$ cat src/rtl/common_pkg.sv
// Shared processor types and the store buffer's default depth and entry layout.
package common;

    typedef logic [19:0] pptr_t;
    typedef logic [31:0] word_t;

    localparam int sb_depth = 4;

    // One buffered store: size flag, physical address and data.
    typedef struct packed {
        logic  isbyte;
        pptr_t addr;
        word_t data;
    } sb_entry_t;

endpackage

$ cat src/rtl/sb_forward.sv
// Store-to-load forwarding: finds the youngest buffered store to the load's
// word and either forwards its data or reports a conflict the load must wait on.
module sb_forward
    import common::*;
#(
    parameter int DEPTH = sb_depth
) (
    input  sb_entry_t                    i_entries [DEPTH],
    input  logic [DEPTH-1:0]             i_valid,
    input  logic [$clog2(DEPTH)-1:0]     i_head,
    input  logic                         i_lk_en,
    input  pptr_t                        i_lk_addr,
    input  logic                         i_lk_isbyte,
    output logic                         o_lk_hit,
    output logic                         o_lk_conflict,
    output word_t                        o_lk_data
);

    localparam int PW = $clog2(DEPTH);

    logic          w_found;
    logic          w_sel_isbyte;
    logic [1:0]    w_sel_lane;
    word_t         w_sel_data;
    logic [PW-1:0] w_idx;
    logic [7:0]    w_lane_byte;

    // Walk oldest to youngest from head; a later match overwrites an earlier one,
    // so the surviving selection is the youngest matching store.
    always_comb begin
        // NOTE: every variable gets a default before the loop so no path leaves
        // one unassigned, which would otherwise infer a latch.
        w_found      = 1'b0;
        w_sel_isbyte = 1'b0;
        w_sel_lane   = 2'b00;
        w_sel_data   = '0;
        w_idx        = '0;
        for (int k = 0; k < DEPTH; k++) begin
            w_idx = i_head + PW'(k);
            if (i_valid[w_idx] && (i_entries[w_idx].addr[19:2] == i_lk_addr[19:2])) begin
                w_found      = 1'b1;
                w_sel_isbyte = i_entries[w_idx].isbyte;
                w_sel_lane   = i_entries[w_idx].addr[1:0];
                w_sel_data   = i_entries[w_idx].data;
            end
        end
    end

    // Little-endian byte lane selected by the load address.
    assign w_lane_byte = 8'(w_sel_data >> {i_lk_addr[1:0], 3'b000});

    // Classify the youngest match as a forward (hit) or a conflict.
    always_comb begin
        o_lk_hit      = 1'b0;
        o_lk_conflict = 1'b0;
        o_lk_data     = '0;
        if (i_lk_en && w_found) begin
            if (!w_sel_isbyte) begin
                o_lk_hit  = 1'b1;
                o_lk_data = i_lk_isbyte ? {24'b0, w_lane_byte} : w_sel_data;
            end else if (i_lk_isbyte && (w_sel_lane == i_lk_addr[1:0])) begin
                o_lk_hit  = 1'b1;
                o_lk_data = {24'b0, w_sel_data[7:0]};
            end else begin
                o_lk_conflict = 1'b1;
            end
        end
    end

endmodule

$ cat src/rtl/store_buffer.sv
// Committed-store FIFO between writeback and the d-cache, with load forwarding.
module store_buffer
    import common::*;
#(
    parameter int DEPTH = sb_depth
) (
    input  logic                     clk,
    input  logic                     rst,
    input  logic                     push_en,
    input  logic                     push_isbyte,
    input  pptr_t                    push_addr,
    input  word_t                    push_data,
    output logic                     full,
    output logic                     empty,
    output logic [$clog2(DEPTH):0]   count,
    output logic                     overflow,
    output logic                     dc_wen,
    output pptr_t                    dc_addr,
    output word_t                    dc_data,
    output logic                     dc_isbyte,
    input  logic                     dc_ready,
    input  logic                     lk_en,
    input  pptr_t                    lk_addr,
    input  logic                     lk_isbyte,
    output logic                     lk_hit,
    output word_t                    lk_data,
    output logic                     lk_conflict
);

    localparam int PW = $clog2(DEPTH);

    sb_entry_t        r_mem [DEPTH];
    logic [DEPTH-1:0] r_valid;
    logic [PW-1:0]    r_head;
    logic [PW-1:0]    r_tail;
    logic [PW:0]      r_count;
    logic             r_overflow;

    logic w_full;
    logic w_pop;
    logic w_push;

    assign w_full = (r_count == (PW+1)'(DEPTH));
    assign w_pop  = dc_wen & dc_ready;
    assign w_push = push_en & (~w_full | w_pop);

    // Status outputs are forced to their idle values while reset is held.
    assign empty     = rst | (r_count == '0);
    assign full      = ~rst & w_full;
    assign count     = r_count;
    assign overflow  = r_overflow;
    assign dc_wen    = ~empty;
    assign dc_addr   = r_mem[r_head].addr;
    assign dc_data   = r_mem[r_head].data;
    assign dc_isbyte = r_mem[r_head].isbyte;

    // Entry payload write at the tail.
    // NOTE: the payload array is deliberately not reset; r_valid alone says
    // whether an entry is live, so stale data is never observed.
    always_ff @(posedge clk) begin
        if (w_push) begin
            r_mem[r_tail] <= '{isbyte: push_isbyte, addr: push_addr, data: push_data};
        end
    end

    // Pointer, occupancy, valid-bit and sticky overflow bookkeeping.
    always_ff @(posedge clk) begin
        if (rst) begin
            r_head     <= '0;
            r_tail     <= '0;
            r_count    <= '0;
            r_valid    <= '0;
            r_overflow <= 1'b0;
        end else begin
            // NOTE: non-blocking assignments let the push's valid set, issued
            // after the pop's clear, win when head and tail coincide while full.
            if (w_pop) begin
                r_head          <= r_head + PW'(1);
                r_valid[r_head] <= 1'b0;
            end
            if (w_push) begin
                r_tail          <= r_tail + PW'(1);
                r_valid[r_tail] <= 1'b1;
            end
            case ({w_push, w_pop})
                2'b10:   r_count <= r_count + (PW+1)'(1);
                2'b01:   r_count <= r_count - (PW+1)'(1);
                default: r_count <= r_count;
            endcase
            if (push_en && w_full && !w_pop) begin
                r_overflow <= 1'b1;
            end
        end
    end

    sb_forward #(
        .DEPTH (DEPTH)
    ) u_forward (
        .i_entries     (r_mem),
        .i_valid       (r_valid),
        .i_head        (r_head),
        .i_lk_en       (lk_en & ~rst),
        .i_lk_addr     (lk_addr),
        .i_lk_isbyte   (lk_isbyte),
        .o_lk_hit      (lk_hit),
        .o_lk_conflict (lk_conflict),
        .o_lk_data     (lk_data)
    );

endmodule

$ cat config.mk
export PLATFORM = sky130hd
export DESIGN_NAME = store_buffer
export DESIGN_NICKNAME = d
export VERILOG_FILES = /design/src/rtl/common_pkg.sv /design/src/rtl/sb_forward.sv /design/src/rtl/store_buffer.sv
export SDC_FILE = /design/constraint.sdc
export NUM_CORES = 1
export LEC_CHECK = 0
export CAP_MARGIN = 40
export CORE_UTILIZATION = 57
export DETAILED_ROUTE_END_ITERATION = 12
export GPL_TIMING_DRIVEN = 1
export PLACE_DENSITY = 0.81
export RECOVER_POWER = 25
export SETUP_SLACK_MARGIN = 0.15
export SYNTH_ARGS = -nofsm -noshare
export SYNTH_HDL_FRONTEND = slang
export SYNTH_SLANG_ARGS = --single-unit
$ cat constraint.sdc
create_clock -name clk -period 7.8 [get_ports clk]
set_clock_uncertainty 0.05 [all_clocks]
set_input_delay 1.95 -clock clk [delete_from_list [all_inputs] [get_ports clk]]
set_output_delay 1.95 -clock clk [all_outputs]
set_load 0.02 [all_outputs]
==> impl_summary.txt <==
----------------------------------------------------
[STA]
  Highest clock rate ... 131 MHz
  Post-route fraction of the period consumed by the critical path ... 97.8%
  Final-report setup violation count ... 0
  Worst slew margin relative to its limit ... 36.2%
  Transition time at the pin with the least slew margin ... 0.957 ns
  Setup TNS ... 0 ns
  PnR worst setup slack ... 0.172 ns
  RSZ-0062 raised after global routing ... true
  Min Tclk post-route ... 7.63 ns
  Max Transition Viols Final ... 0
  Final Hold Viols ... 0

[Clocking]
  CTS Root Cell ... sky130_fd_sc_hd__clkbuf_16
  Hold buffer count at CTS ... 0
  TritonCTS clock tree ... built
  Number of clock sinks ... 224
  Clock Latency Late Sink ... 0.53 ns
  Number of buffers created by CTS ... 24
  Number of H-tree branching levels ... 1
  Deepest clock path buffer count ... 3
  Clock-pin slew on the worst setup and hold paths ... 0.06 ns

[Critical path]
  Critical path capture point type ... primary output
  Top cell by count, worst path ... sky130_fd_sc_hd__buf_4
  Reg-to-Reg Start ... r_head[0]
  Slowest library cell on the worst path ... sky130_fd_sc_hd__or4b_1
  Startpoint kind of the worst setup timing path ... primary input
  Top fanout value on the critical path ... 8
  Start-to-end type of the worst setup path ... primary input to primary output
  Data arrival time of the worst path ... 5.63 ns
  Critical register-to-register path endpoint ... r_valid[1]
  Slowest stage delay, CP ... 0.58 ns
  Critical path required time ... 5.80 ns
  Cell family with most CP delay ... compound AO/OA/AOI/OAI gates
  Worst Path Buf+Inv ... 4
  Cell-by-cell listing of the critical path ... clkdlybuf4s50_1 -> o211ai_1 -> a2111oi_1 -> buf_4 -> nor2_1 -> or4b_1 -> or4_1 -> a32oi_1 -> o31a_1 -> a31oi_2 -> buf_4 -> a311oi_1 -> clkdlybuf4s15_2
  Setup slack of the most critical reg-to-reg path ... 4.46 ns
  Cells on worst reg2reg path ... 7

[Power and ir drop]
  Clock power frac ... 30.3%
  Net Sw Power ... 1.23 mW
  Proportion of power drawn by combinational gates ... 32.2%
  Internal power ... 2.63 mW
  Pwr Density ... 208 mW/mm²
  Switching power share of the total ... 31.8%
  Sequential share of power ... 37.5%
  Total power draw ... 3.86 mW
  Total leakage power ... 6.69 nW
  Peak supply drop ... 170 µV

[Logic synthesis]
  Number of flops mapped to enable cells by yosys ... 212
  Average footprint of a synthesized cell ... 10.9 µm²
  Synthesis warning total ... 0
  Share of the synthesized netlist area taken by xor and xnor gates ... 4.30%
  Synth Flop Type ... sky130_fd_sc_hd__edfxtp_1
  Share of synthesized registers carrying an async set or reset ... 0%
  Largest family of logic cells by synthesized area ... multiplexers
  Portion of synthesized cell area occupied by the leading cell type ... 42.8%
  Proportion of synthesized area in mux cells ... 19.8%
  Cell with the most instances after synthesis ... sky130_fd_sc_hd__edfxtp_1
  Adder-cell share of the synthesized area ... 0.892%
  Compound-cell area share of the yosys netlist ... 13.4%
  Sequential share of the synthesized area ... 44.4%
  Leading post-synthesis cells by instance count ... sky130_fd_sc_hd__edfxtp_1 (212), sky130_fd_sc_hd__mux2i_1 (137), sky130_fd_sc_hd__nand2_1 (118), sky130_fd_sc_hd__nor2_1 (103), sky130_fd_sc_hd__a21oi_1 (79)
  Cell type contributing the most total cell area after synthesis ... sky130_fd_sc_hd__edfxtp_1
  Leading post-synthesis cells by cell area ... sky130_fd_sc_hd__edfxtp_1 (43%), sky130_fd_sc_hd__mux2i_1 (9.2%), sky130_fd_sc_hd__mux2_2 (5.1%), sky130_fd_sc_hd__mux4_2 (5.1%), sky130_fd_sc_hd__xnor2_1 (3.4%)
  Count of cell types in the netlist ... 85
  Combined area of all synthesized cells ... 0.0149 mm²
  #FFs+latches synth ... 224
  Area fraction in and, or, nand and nor cells after synthesis ... 12.5%
  Syn Inst Count ... 1,359
  Synthesized net count ... 1,448

[Routing]
  Residual antenna-violating net count after detailed routing ... 0
  Count of TritonRoute iterations in the first routing pass ... 6
  Number of DRC markers in iteration 0 ... 1,453
  Via-per-instance ratio ... 6.47
  Via Count ... 12,555
  Wire length per cell after detailed routing ... 22.8 µm
  Post-detailed-route DRC marker count ... 0
  WL final ... 44,200 µm

[Placement]
  Number of buffer cells added on primary ports ... 172
  Cell total after placement ... 1,892
  Placement Setup Slack ... -0.327 ns
  Placed wire-length estimate after detailed placement ... 31,200 µm
  Weighted congestion at the end of routability-driven global placement ... 1.01

[Hold path]
  Worst hold path type ... flip-flop to flip-flop
  Endpoint with the worst hold slack ... overflow
  Hold path startpoint ... overflow
  Hold path cells ... 2

[Global route]
  Wire length of the first global-routing pass ... 67,800 µm
  Global routing usage summed across all routing layers ... 33.1%
  Antenna violations before repair ... 4
  Maximum number of pins on one net before global-route repair ... 137
  Grt total ovfl ... 0
  Via count of the first global-routing pass ... 12,300

[Die]
  Die ar. ... 0.0267 mm²
  Effective utilization at floorplan ... 58.6%
  Site row count ... 58
  Top Ports ... 173
  Width of the chip ... 164 µm
  Core Box Area ... 0.0254 mm²
  Vertical extent of the die ... 164 µm

[Layout]
  Area taken by multi-input logic gates ... 0.00769 mm²
  Growth of design area from synthesis to finish ... 24.6%
  Final cell count without fillers ... 1,941
  Number of inserted filler cells in the final layout ... 1,801
  Proportion of layout cells with a drive suffix above 1 ... 20.3%
  Register cell area after layout ... 0.00661 mm²
  Net count, final ... 1,680
  Fin util ... 73.0%

[Job]
  Max cap viols ... 0

[Status]
  Outcome ... completed

----------------------------------------------------
-- registers in the layout, indices dropped and copies added (netlist names) --
| signal | cells |
|---|---|
| r_mem | 212 |
| r_valid | 4 |
| count | 3 |
| r_head | 2 |
| r_tail | 2 |
| overflow | 1 |
-- layout make-up --
type                            count  share of cell area (%)
Multi-Input combinational cell    980                    41.5
Inverter                           49                   0.992
Clock inverter                      7                   0.668
Sequential cell                   224                    35.7
Tap cell                          330                    2.23
Clock buffer                       37                    3.67
Timing Repair Buffer              312                    15.3
Antenna cell                        2                  0.0270
-- worst register-to-register path, delay by kind of cell (launching register included) --
| family | cells | cell delay (ns) |
|---|---|---|
| buffers and inverters | 3 | 2.22 |
| DFF | 1 | 0.36 |
| adders and majority gates | 1 | 0.32 |
| AOI/OAI and AO/OA | 1 | 0.17 |
| and+or+nand+nor | 2 | 0.11 |
-- cells by family after synthesis --
| kind of cell | after synthesis |
|---|---|
| adders and majority gates | 10 |
| DFF | 224 |
| xor gates and xnor gates | 73 |
| muxes | 242 |
| AOI/OAI and AO/OA | 291 |
| and+or+nand+nor | 364 |
| buffers and inverters | 155 |
-- routing by layer --
metal | wire (µm) | GRT usage [%] | vias up
li1 | - | - | 5648
met1 | 18200 | 45.4 | 6016
met2 | 20100 | 51.8 | 772
met3 | 4420 | 7.16 | 115
met4 | 1380 | 11.6 | 4
met5 | 30 | 0 | -
-- worst max-delay path by stage --
stage | cells past startpoint | to | slack (ns) | from
6_report | 13 | lk_data[2] | 0.17 | lk_addr[17]
5_1_grt | 14 | lk_data[2] | 0.04 | lk_addr[16]
4_1_cts | 13 | lk_data[2] | 0.02 | lk_addr[6]
3_5_place_dp | 14 | lk_data[7] | -0.33 | lk_addr[16]
3_3_place_gp | 13 | lk_data[7] | -0.26 | lk_addr[17]
2_1_floorplan | 18 | lk_data[24] | 0.42 | r_head[1]
-- power by group through the flow --
stage	combinational [mW]	clock (mW)	sequential (mW)
floorplan	0.782	0	1.46
CTS	1.22	1.18	1.45
detailed placement	1.21	0	1.47
global route	1.32	1.22	1.45
global placement	1.18	0	1.46
finish	1.24	1.17	1.45
-- repair_timing --
item                       in CTS  in global routing
pin swaps                       1                  3
setup endpoints to repair      33                 30
setup buffers                   1                  2
gates cloned                    0                  0
resized for setup              41                 43
-- cell usage in the layout (no fill, tap or decap), types with 14 or more instances in the layout --
cell type                         count
sky130_fd_sc_hd__nand3_1             17
sky130_fd_sc_hd__dlygate4sd3_1       34
sky130_fd_sc_hd__nand2_1            118
sky130_fd_sc_hd__mux4_2              34
sky130_fd_sc_hd__a21oi_1             78
sky130_fd_sc_hd__mux2_2              68
sky130_fd_sc_hd__inv_1               48
sky130_fd_sc_hd__dlymetal6s2s_1      21
sky130_fd_sc_hd__clkdlybuf4s50_1    103
sky130_fd_sc_hd__o221ai_1            31
sky130_fd_sc_hd__mux2i_1            137
sky130_fd_sc_hd__nor3b_1             15
sky130_fd_sc_hd__o21ai_0             72
sky130_fd_sc_hd__clkbuf_16           24
sky130_fd_sc_hd__nor3_1              14
sky130_fd_sc_hd__xnor2_1             58
sky130_fd_sc_hd__edfxtp_1           212
sky130_fd_sc_hd__buf_4              137
sky130_fd_sc_hd__xor2_1              15
sky130_fd_sc_hd__nor2_1             102
-- through the flow --
| stage | hold slack [ns] | instance area, µm² |
|---|---|---|
| floorplan | 0.422 | 14900 |
| global route | 0.480 | 18500 |
| detailed placement | 0.434 | 17600 |
| global placement | 0.412 | 17600 |
| CTS | 0.453 | 18400 |
| finish | 0.449 | 18500 |
(Power assumes the default switching activity.)
